**src/rtl/display_seq_pkg.sv**
```systemverilog
// Shared state and display-encoding definitions for the calculator display path.
// Also imported by the display top-level for its display_mode / chosen_operand decode.
package display_seq_pkg;

  typedef enum logic [1:0] {
    IDLE     = 2'd0,
    SHOW_A   = 2'd1,
    SHOW_B   = 2'd2,
    SHOW_RES = 2'd3
  } state_e;

  localparam logic [1:0] MODE_BLANK   = 2'b00;
  localparam logic [1:0] MODE_OPERAND = 2'b01;
  localparam logic [1:0] MODE_RESULT  = 2'b10;

  localparam logic [1:0] OPERAND_NONE = 2'b00;
  localparam logic [1:0] OPERAND_A    = 2'b01;
  localparam logic [1:0] OPERAND_B    = 2'b10;

endpackage

```
**src/rtl/page_timer.sv**
```systemverilog
// Free-running page period counter; pulses wrap on the last tick of each period.
// Only instantiated when DISPLAY_SEQ_AUTO_PAGE_EN is defined.
module page_timer #(
  parameter int unsigned PAGE_TICKS = 100_000_000
) (
  input  logic clk,
  input  logic reset,
  input  logic run,
  input  logic restart,
  output logic wrap
);

  localparam int unsigned W = (PAGE_TICKS > 1) ? $clog2(PAGE_TICKS) : 1;
  localparam logic [W-1:0] LastCount = W'(PAGE_TICKS - 1);

  logic [W-1:0] count_q;

  assign wrap = run && !restart && (count_q == LastCount);

  always_ff @(posedge clk) begin
    if (reset || restart || !run) begin
      count_q <= '0;
    end else if (count_q == LastCount) begin
      count_q <= '0;
    end else begin
      count_q <= count_q + W'(1);
    end
  end

endmodule

```
**src/rtl/display_sequencer.sv**
```systemverilog
// Display content sequencer: blank / operand A / operand B / result pages, ALU result handshake.
// Define DISPLAY_SEQ_AUTO_PAGE_EN to alternate result halves automatically every PAGE_TICKS.
module display_sequencer
  import display_seq_pkg::*;
#(
  parameter int unsigned PAGE_TICKS = 100_000_000
) (
  input  logic       clk,
  input  logic       reset,
  input  logic       clear,
  input  logic       op_sel_a,
  input  logic       op_sel_b,
  input  logic       btn_page,
  input  logic       result_valid,
  input  logic       result_hi_nz,
  output logic       result_ack,
  output logic [1:0] display_mode,
  output logic [1:0] chosen_operand,
  output logic       result_page,
  output logic       page_dot
);

  if (PAGE_TICKS < 2) begin : g_bad_ticks
    $error("PAGE_TICKS must be at least 2");
  end

  state_e state_q;
  logic   hi_nz_q;
  logic   ack_pend_q;
  logic   accept;
  logic   page_btn;
  logic   wrap;

  // ack_pend_q covers the gap between accept and the ack cycle so valid is not re-taken.
  assign accept   = result_valid && !ack_pend_q && !result_ack;
  assign page_btn = btn_page && (state_q == SHOW_RES) && hi_nz_q;

`ifdef DISPLAY_SEQ_AUTO_PAGE_EN
  logic timer_run;
  logic timer_restart;

  assign timer_run     = (state_q == SHOW_RES) && hi_nz_q;
  assign timer_restart = clear || accept || op_sel_a || op_sel_b || page_btn;

  page_timer #(
    .PAGE_TICKS(PAGE_TICKS)
  ) u_page_timer (
    .clk    (clk),
    .reset  (reset),
    .run    (timer_run),
    .restart(timer_restart),
    .wrap   (wrap)
  );
`else
  assign wrap = 1'b0;
`endif

  always_ff @(posedge clk) begin
    if (reset) begin
      state_q        <= IDLE;
      hi_nz_q        <= 1'b0;
      ack_pend_q     <= 1'b0;
      result_ack     <= 1'b0;
      display_mode   <= MODE_BLANK;
      chosen_operand <= OPERAND_NONE;
      result_page    <= 1'b0;
      page_dot       <= 1'b0;
    end else begin
      ack_pend_q <= 1'b0;
      result_ack <= ack_pend_q;
      if (clear) begin
        state_q        <= IDLE;
        hi_nz_q        <= 1'b0;
        display_mode   <= MODE_BLANK;
        chosen_operand <= OPERAND_NONE;
        result_page    <= 1'b0;
        page_dot       <= 1'b0;
      end else if (accept) begin
        state_q        <= SHOW_RES;
        hi_nz_q        <= result_hi_nz;
        ack_pend_q     <= 1'b1;
        display_mode   <= MODE_RESULT;
        chosen_operand <= OPERAND_NONE;
        result_page    <= 1'b0;
        page_dot       <= 1'b0;
      end else if (op_sel_a || op_sel_b) begin
        state_q        <= op_sel_a ? SHOW_A : SHOW_B;
        hi_nz_q        <= 1'b0;
        display_mode   <= MODE_OPERAND;
        chosen_operand <= op_sel_a ? OPERAND_A : OPERAND_B;
        result_page    <= 1'b0;
        page_dot       <= 1'b0;
      end else if (page_btn || wrap) begin
        result_page <= !result_page;
        page_dot    <= !result_page;
      end
    end
  end

endmodule

```
**config.mk**
```make
export PLATFORM = sky130hd
export DESIGN_NAME = display_sequencer
export DESIGN_NICKNAME = d
export VERILOG_FILES = /design/src/rtl/display_seq_pkg.sv /design/src/rtl/page_timer.sv /design/src/rtl/display_sequencer.sv
export SDC_FILE = /design/constraint.sdc
export NUM_CORES = 1
export LEC_CHECK = 0
export ABC_AREA = 1
export CELL_PAD_IN_SITES_DETAIL_PLACEMENT = 1
export CELL_PAD_IN_SITES_GLOBAL_PLACEMENT = 1
export CORE_AREA = 2 2 40 42
export CTS_BUF_LIST = sky130_fd_sc_hd__clkbuf_16
export DETAILED_ROUTE_END_ITERATION = 6
export DIE_AREA = 0 0 42 44
export PLACE_DENSITY = 0.69
export SYNTH_ARGS = -nofsm -noshare
export SYNTH_HDL_FRONTEND = slang
export SYNTH_HIERARCHICAL = 1
export SYNTH_SLANG_ARGS = --single-unit
```
**constraint.sdc**
```tcl
create_clock -name clk -period 1.5 [get_ports clk]
set_clock_uncertainty 0.15 [all_clocks]
set_input_delay 0.15 -clock clk [delete_from_list [all_inputs] [get_ports clk]]
set_output_delay 0.15 -clock clk [all_outputs]
set_load 0.01 [all_outputs]
```
# == Yosys cells after proc, flatten, opt, wreduce, memory -nomap -nowiden ==
# Cells that the tools add are included.
# totals
reg_bits,10
latchBits,0
ram_bits,0
romBits,0
out_inout_bits,7
elab_cells,29
n_memories,0
# classes
add_sub_neg,0
mul,0
div,0
n_lt_le_gt_ge,0
eq_ne,1
shift,0
n_mux,8
bitwise_logic,0
reduce_logical,12
# ops
op,count
two-way mux 2 bit,5
logical AND 1 bit,4
OR reduction 4 bit,1
zero test 1 bit,3
two-way mux 1 bit,3
OR reduction 3 bit,1
== test 2 bit (second input constant),1
nonzero test 2 bit,1
OR reduction 2 bit,1
logical OR 1 bit,1

# == Longest topological paths before layout ==
# depth
ltp_word,4
depth_mapped,5
mapped_depth_nobuf,5

# == Least setup slack after synthesis ==
# Ideal clock, no wire load.
# synth_path
kind,register -> register
start,reg result_ack
end,reg display_mode[1]
setup_ns,0.109
arrival_ns,0.691
required_time_ns,1.241
setup_slack_ns,0.550
stages_incl_launch_ff,6
path_buffers,0
synth_period_minus_slack_ns,0.950
path_cell_list,dfxtp_1 inv_1 nand3_4 o21ai_1 nand2_1 inv_1
# synth_via
elab_chain_len,3
word_cells_on_any_way,4
cone_classes,mux: 1; reduce/logical: 3
# synth_lines
item,line,source
"start, declared",display_sequencer.sv:16,"output logic result_ack,"
"start signal, assigned",display_sequencer.sv:70,result_ack <= ack_pend_q;
zero test 1 bit (*),display_sequencer.sv:35,assign accept = result_valid && !ack_pend_q && !result_ack;
logical AND 1 bit (*),display_sequencer.sv:35,
two-way mux 2 bit / nonzero test 2 bit (equally long branches),n/a,
"end signal, assigned",display_sequencer.sv:74,display_mode <= MODE_BLANK;
"end signal, assigned",display_sequencer.sv:82,display_mode <= MODE_RESULT;
"end signal, assigned",display_sequencer.sv:89,display_mode <= MODE_OPERAND;
"end, declared",display_sequencer.sv:17,"output logic [1:0] display_mode,"
# Every way passes the cells marked *; elsewhere a longest branch is shown, timed or not.
# A chain may end at the register's enable or synchronous reset.

# == Final worst setup path ==
# layout_path
start,reg page_dot
end,out page_dot
# layout_lines
item,line,source
"start, declared",display_sequencer.sv:20,output logic page_dot
"start signal, assigned",display_sequencer.sv:95,page_dot <= !result_page;
# No word-level cell between the ends.

==> metrics.yaml <==
setup_violations: 0
yosys.area_share.simple_pct: 27.1
yosysWarnings: 6
htree_levels: 1
fin_util_pct: 43.7
stdcell_count: 80
cp-start-kind: "register"
initial_utilization_pct: 27.7
peakVddDrop_mv: 0.795
cp-end-kind: "output port"
nFillCells: 175
critPathArrivalTime_ns: 1.13
core_mm2: 0.00142
fin_crit_sh_pct: 95.3
portBuffers: 14
rows: 14
fmax_ghz: 0.700
dieArea_mm2: 0.00185
track_usage_pct: 11.3
hold_viol_final: 0
ant_nets: 0
status: "finished clean"
clkSlewWorstSetupHoldPaths_ns: 0.04
cts_resized: 0
place_congestion: 0.766
worst_pin_slew_ns: 0.209
yosysSeqAreaShare_pct: 51.0
cts_buffers: 3
routed_wl_um: 872
synth_mux_area_share_pct: 0
grt_pass1_wl_mm: 1.46
grt-ovfl-total: 0
cpLargestDelayFamily: "buffers and inverters"
die_x_um: 42
yosysTopAreaCell: "dfxtp_1"
grt_max_degree: 8
tns_ns: 0
ctsHoldBuffers: 0
post-place-cells: 77
antenna_found_initial: 0
layout_commonest_cell: "clkdlybuf4s50_1"
cts_tree: "done"
wl_per_cell_um: 10.9
slowest_delay_ns: 0.54
cts_setup_buffers: 0
syn_inst: 48
clock_latency_ns: 0.23
n_antenna_cell: 0
drtIter0Drc: 2
synth_top_family_by_area: "simple AND/OR/NAND/NOR gates"
power.density_mw_per_mm2: 1300
clock-sinks: 10
synth_area_per_cell_um2: 8.18
vias: 351
synth_compound_area_share_pct: 11.5
drv_cap: 0
syn_area_um2: 393
dp.final_hpwl_um: 703
grt_pass1_vias: 372
slew_violations: 0
min_period_ns: 1.43
syn_to_final_growth_pct: 58.0
worst-setup-path-type: "reg -> out"
drcViolationCount: 0
netlist.area_leader.share_pct: 51.0
yosys_register_bits: 10
nets: 74
synth_fa_ha_area_share_pct: 0
slew_headroom_pct: 85.9
path_buf_inv: 1
root_buffer: "clkbuf_16"
syn_nets: 56
vias_per_cell: 4.39
synth_xor_area_share_pct: 0
clk_path_buf_depth: 2
yosys.cell_types.count: 14
crit_slowest_cell: "clkdlybuf4s50_1"
critPathMaxFanout: 4
final_cell_mix: "clkdlybuf4s50_1 (14), dfxtp_1 (10), inv_1 (8)"
synth.area.top_cells: "dfxtp_1 (51%), inv_1 (7.6%), nand2_1 (6.7%), a21oi_1 (6.4%), nor2_1 (5.7%)"
ioPinCount: 15
dr.pass1.iters: 2
die_h_um: 44
p_leak_uw: 0.000248
crit_required_ns: 1.20
hold_path_class: "reg -> reg"
worstPathCellList: "clkdlybuf4s50_1"
drive_above_1_share_pct: 12.5
rsz0062_at_grt: "false"
[area by class of cell]
type	count	area [µm²]	share of cell area, %
Timing Repair Buffer	14	140	22.6
Tap cell	16	20.0	3.23
Sequential cell	10	200	32.3
Clock buffer	3	75.1	12.1
Inverter	9	33.8	5.44
Multi-Input combinational cell	28	151	24.4
[metal layers]
layer	GRT usage, %	routed length, µm
met4	9.68	12
met5	0	0
met2	21.3	485
met1	10.9	355
met3	1.25	19
[report_power, final]
part | switching [µW] | leakage (µW) | internal (µW) | total [µW]
combinational | 32.5 | 0.000129 | 34.9 | 67.5
sequential | 4.51 | 0.0000817 | 277 | 281
clock | 113 | 0.0000370 | 345 | 457
[flip-flops by register name, indices dropped and copies added, names as in the netlist]
register and count:
ack_pend_q 1, chosen_operand 2, display_mode 2, hi_nz_q 1, page_dot 1, result_ack 1, state_q 2
[path summary, 6_finish.rpt]
check | from | endpoint | slack, ns | depth (start not counted)
worst min-delay path | hi_nz_q | hi_nz_q | 0.33 | 2
worst max register to register | ack_pend_q | chosen_operand[1] | 0.52 | 4
worst min register to register | hi_nz_q | hi_nz_q | 0.33 | 2
worst max-delay path | page_dot | page_dot | 0.07 | 1
[stage by stage]
stage | hold slack (ns) | total power [µW] | cell area (µm²) | setup WS, ns
final | 0.329 | 806 | 621 | 0.0709
after global placement | 0.314 | 352 | 546 | 0.222
after CTS | 0.332 | 823 | 621 | 0.0520
after global routing | 0.345 | 835 | 621 | 0.0172
after detailed placement | 0.327 | 354 | 546 | 0.197
after floorplan | 0.0724 | 315 | 393 | 0.550
[Yosys cell counts]
cell	number
dfxtp_1	10
inv_1	8
nand2_1	7
nor2_1	6
a21oi_1	5
o21ai_0	3
nor2_4	2
buf_4	1
inv_2	1
nand3_1	1
nand3_4	1
nand4_1	1
nor2_2	1
o21ai_1	1
[cell families (layout without fill, tap and decap cells)]
| kind of cell | count (synthesis) | after routing |
|---|---|---|
| AND/OR/NAND/NOR | 19 | 19 |
| flip-flops | 10 | 10 |
| buffers and inverters | 10 | 26 |
| AO/OA/AOI/OAI | 9 | 9 |
(Power assumes the default switching activity.)
